### config.mk
export PLATFORM = sky130hd
export DESIGN_NAME = color_out_stage
export DESIGN_NICKNAME = d
export VERILOG_FILES = /design/src/rtl/color_out_stage.sv
export SDC_FILE = /design/constraint.sdc
export NUM_CORES = 1
export LEC_CHECK = 0
export CAP_MARGIN = 5
export CORE_MARGIN = 8
export CORE_UTILIZATION = 60
export CTS_BUF_LIST = sky130_fd_sc_hd__clkbuf_4
export CTS_CLUSTER_DIAMETER = 30
export DETAILED_ROUTE_END_ITERATION = 7
export DONT_BUFFER_PORTS = 1
export GPL_TIMING_DRIVEN = 0
export PLACE_DENSITY = 0.74
export SLEW_MARGIN = 20
export SYNTH_ARGS = -nofsm -noshare
export SYNTH_HDL_FRONTEND = slang
export SYNTH_SLANG_ARGS = --single-unit
### constraint.sdc
create_clock -name CLK10 -period 1.7 [get_ports CLK10]
set_input_delay 0.34 -clock CLK10 [delete_from_list [all_inputs] [get_ports CLK10]]
set_output_delay 0.34 -clock CLK10 [all_outputs]
set_load 0.02 [all_outputs]
### src/rtl/color_out_stage.sv
// Colour RAM output stage: decodes the 9-bit 3:3:3 palette word to 8-bit RGB and aligns sync/blank with it.
// Optional half-brightness on odd scanlines is compiled in with `define COLOR_OUT_SCANDIM_EN.
module color_out_stage #(
    parameter int DELAY  = 1,
    parameter bit INVERT = 1'b1
) (
    input  logic       CLK10,
    input  logic       RESETn,
    input  logic       CLK5n,
    input  logic [8:0] COLOR,
    input  logic       HSYNC,
    input  logic       VSYNC,
    input  logic       HBLANK,
    input  logic       VBLANK,
    output logic [7:0] R,
    output logic [7:0] G,
    output logic [7:0] B,
    output logic       HS,
    output logic       VS,
    output logic       HB,
    output logic       VB,
    output logic       DE
);

    // Sync/blank vector layout is {hsync, vsync, hblank, vblank}; reset state is "no sync, blanked".
    localparam logic [3:0] SB_RESET = 4'b0011;

    logic       w_pixStb;
    logic [3:0] w_sbIn;
    logic [3:0] w_sbDly;
    logic [8:0] w_color;
    logic [7:0] w_redFull;
    logic [7:0] w_greenFull;
    logic [7:0] w_blueFull;
    logic [7:0] w_red;
    logic [7:0] w_green;
    logic [7:0] w_blue;
    logic       w_blank;

    logic [7:0] r_red;
    logic [7:0] r_green;
    logic [7:0] r_blue;
    logic       r_hs;
    logic       r_vs;
    logic       r_hb;
    logic       r_vb;
    logic       r_de;

    function automatic logic [7:0] expand3(input logic [2:0] f);
        return {f, f, f[2:1]};
    endfunction

    assign w_pixStb = ~CLK5n;
    assign w_sbIn   = {HSYNC, VSYNC, HBLANK, VBLANK};

    generate
        if (DELAY == 0) begin : g_noDelay
            assign w_sbDly = w_sbIn;
        end else begin : g_delay
            logic [3:0] r_sbPipe [DELAY];

            always_ff @(posedge CLK10) begin
                if (!RESETn) begin
                    for (int i = 0; i < DELAY; i++) begin
                        r_sbPipe[i] <= SB_RESET;
                    end
                end else if (w_pixStb) begin
                    r_sbPipe[0] <= w_sbIn;
                    for (int i = 1; i < DELAY; i++) begin
                        r_sbPipe[i] <= r_sbPipe[i-1];
                    end
                end
            end

            assign w_sbDly = r_sbPipe[DELAY-1];
        end
    endgenerate

    assign w_color     = INVERT ? ~COLOR : COLOR;
    assign w_redFull   = expand3(w_color[8:6]);
    assign w_greenFull = expand3(w_color[5:3]);
    assign w_blueFull  = expand3(w_color[2:0]);
    assign w_blank     = w_sbDly[1] | w_sbDly[0];

`ifdef COLOR_OUT_SCANDIM_EN
    logic r_oddLine;
    logic r_hbPrev;
    logic r_vbPrev;

    // Line parity follows the delayed blanks so it flips exactly between visible lines; a frame start wins.
    always_ff @(posedge CLK10) begin
        if (!RESETn) begin
            r_oddLine <= 1'b0;
            r_hbPrev  <= 1'b1;
            r_vbPrev  <= 1'b1;
        end else if (w_pixStb) begin
            r_hbPrev <= w_sbDly[1];
            r_vbPrev <= w_sbDly[0];
            if (w_sbDly[0] && !r_vbPrev) begin
                r_oddLine <= 1'b0;
            end else if (w_sbDly[1] && !r_hbPrev) begin
                r_oddLine <= ~r_oddLine;
            end
        end
    end

    assign w_red   = r_oddLine ? {1'b0, w_redFull[7:1]}   : w_redFull;
    assign w_green = r_oddLine ? {1'b0, w_greenFull[7:1]} : w_greenFull;
    assign w_blue  = r_oddLine ? {1'b0, w_blueFull[7:1]}  : w_blueFull;
`else
    assign w_red   = w_redFull;
    assign w_green = w_greenFull;
    assign w_blue  = w_blueFull;
`endif

    always_ff @(posedge CLK10) begin
        if (!RESETn) begin
            r_red   <= 8'h00;
            r_green <= 8'h00;
            r_blue  <= 8'h00;
            r_hs    <= 1'b0;
            r_vs    <= 1'b0;
            r_hb    <= 1'b1;
            r_vb    <= 1'b1;
            r_de    <= 1'b0;
        end else if (w_pixStb) begin
            r_red   <= w_blank ? 8'h00 : w_red;
            r_green <= w_blank ? 8'h00 : w_green;
            r_blue  <= w_blank ? 8'h00 : w_blue;
            r_hs    <= w_sbDly[3];
            r_vs    <= w_sbDly[2];
            r_hb    <= w_sbDly[1];
            r_vb    <= w_sbDly[0];
            r_de    <= ~w_blank;
        end
    end

    assign R  = r_red;
    assign G  = r_green;
    assign B  = r_blue;
    assign HS = r_hs;
    assign VS = r_vs;
    assign HB = r_hb;
    assign VB = r_vb;
    assign DE = r_de;

endmodule

==> impl_metrics.ini <==
[synth]
synth_nets = 98
synth_compound_area_frac = 0.0913
synth_fa_ha_area_frac = 0
synth_edf_count = 4
ys_warn_count = 0
synth_cell_types = 15
postSynthCellCount = 82
netlist_area_um2 = 822
ys_seq_elements = 18
synth-main-ff-cell = dfxtp_1
ys_seq_area_frac = 0.487
avgSynthCellArea_um2 = 10.0
synth_top_family_by_area = simple AND/OR/NAND/NOR gates
muxShareOfSynthArea = 0.0487
async_reset_ff_frac = 0
synth_xor_area_frac = 0
synth-simple-area-share = 0.202

[critical_path]
cp_data_arrival_time_ps = 1590
cp.buffers_inverters = 1
crit_type = register to register
cp.required_ps = 1910
slowest_delay_ps = 530
crit_fanout = 10
crit_family = simple AND/OR/NAND/NOR gates
cp-end-kind = register
path_cells = clkbuf_1, or4_1, a21boi_0
cp_slowest_cell = or4_1
start_kind = register

[pwr]
power.internal_uw = 566
clockPowerShare = 0.277
p_per_area_nw_per_um2 = 858
vdd_ir_drop_max_uv = 612
p_switching_uw = 177
power_frac_comb = 0.085
p_leak_nw = 0.339
p_seq_frac = 0.638
sw_frac_of_total = 0.239

[finish]
regArea_um2 = 400
fin_nets = 103
multiInputGateArea_um2 = 282
final_common_cell = buf_4
syn_to_final_growth_pct = 5.48
n_antenna_cell = 0
fin_util = 0.675
drive_gt1_frac = 0.233
nFillCells = 109
mostFrequentLayoutCells = buf_4 (15), dfxtp_1 (14), nand2_1 (13)

[clock_network]
cts-root-buf = clkbuf_4
cts_resized = 0
cts_tree = done
cts_hold_buf = 0
cts_made_buffers = 3
clk_pin_slew_ps = 90
cts_setup_buffers = 0
clockBufferDepth = 2
cts_sinks = 18
htreeDepth = 1
clock_latency_ps = 290

[detailed_routing]
drt.antenna.violating_nets = 0
drc = 0
first_iter_violations = 9
wirelength_mm = 1.70
wire_per_inst_um = 16.8
vias = 545
viasPerCell = 5.40
first_pass_iters = 3

[place]
io_buffer_count = 0
gp_congestion = 0.649
dp_hpwl_mm = 1.34

[sta]
fmax_ghz = 0.726
tightest_slew_ps = 354
slew_viol_final = 0
tns_ps = 0
final_hold_viol_count = 0
fin_skew_ps = 2.85
fin_crit_sh = 0.810
finalSetupViolCount = 0
rsz0062_at_grt = no
slew_headroom = 0.764
min_period_ps = 1380

[floorplan]
die_x_um = 53.0
design.portCount = 45
start_util = 0.640
dieArea_um2 = 2810
fp.coreArea_um2 = 1280
rows = 13
fp.dieH_um = 53.0

[global_routing]
grt_start_max_net_pins = 11
first_global_vias = 566
gr-total-overflow = 0
antenna_found_initial = 0
grt_pass1_wl_mm = 2.66
track_usage = 0.126

[status]
status = finished clean

[job]
drv_cap = 0

[hold_path]
hold_class = input pin to register
==> sequential cells by signal, indices dropped and copies added, names as in the netlist <==
name and flops:
VS 1, G 3, g_delay.r_sbPipe 4, B 3, HB 1, R 3, VB 1, DE 1
HS 1
==> Yosys cell counts (2+ instances only) <==
library cell,number,area share
buf_4,15,0.14
dfxtp_1,14,0.34
nand2_1,13,0.059
or4_1,9,0.082
a21boi_0,5,0.046
a21boi_1,5,0.046
edfxtp_1,4,0.15
mux2i_1,4,0.049
clkbuf_1,3,0.014
nor2b_1,3,0.023
and2_1,2,0.015
nand2b_1,2,0.015
==> cell type report <==
class                           count  share of cell area
Buffer                             20               0.162
Clock buffer                        3              0.0260
Clock inverter                      1             0.00433
Multi-Input combinational cell     44               0.325
Sequential cell                    18               0.462
Tap cell                           15              0.0216
==> worst reg2reg max path, cell delays in order, from the launching register on <==
cell	delay [ps]
edfxtp_1	380
clkbuf_1	210
or4_1	530
a21boi_0	180
==> kinds of logic after synthesis <==
logic type / Yosys count
simple gates: 30
buf+inv: 20
mux: 4
compound gates: 10
flops: 18
==> final timing paths <==
kind | start | end | slack [ps] | cells past startpoint
worst max-delay path | g_delay.r_sbPipe[0][0]$_SDFFCE_PN1P_ | R[6]$_SDFFE_PN0N_ | 320 | 3
worst min-delay path | RESETn | DE$_SDFFE_PN0N_ | 190 | 1
worst max register to register | g_delay.r_sbPipe[0][0]$_SDFFCE_PN1P_ | R[6]$_SDFFE_PN0N_ | 320 | 3
worst min register to register | g_delay.r_sbPipe[0][3]$_SDFFCE_PN0P_ | HS$_SDFFE_PN0N_ | 510 | 2
==> power groups by stage <==
stage / clock [mW] / sequential, mW / combinational [mW]
after floorplan: 0 / 0.482 / 0.0538
after global placement: 0 / 0.484 / 0.0629
after detailed placement: 0 / 0.485 / 0.0639
after CTS: 0.216 / 0.475 / 0.0643
after global routing: 0.233 / 0.478 / 0.0708
final: 0.206 / 0.475 / 0.0634
==> per-layer routing <==
metal / track usage / wire length (um) / vias to the layer above
met1: 0.117 / 592 / 239
met2: 0.215 / 799 / 33
met5: 0 / 0 / -
met3: 0.0980 / 307 / 0
met4: 0.0259 / 0 / 0
li1: - / - / 273
==> per-stage QoR <==
stage | power (mW) | hold WS (ps) | setup WS [ps] | area (um2) | cells
after floorplan | 0.536 | 475 | 487 | 822 | 82
after global placement | 0.547 | 483 | 389 | 841 | 97
after detailed placement | 0.549 | 500 | 381 | 841 | 97
after global routing | 0.782 | 169 | 159 | 867 | 101
after CTS | 0.756 | 184 | 328 | 867 | 101
final | 0.744 | 195 | 323 | 867 | 101
No activity file was read; power rests on OpenSTA's default activity.
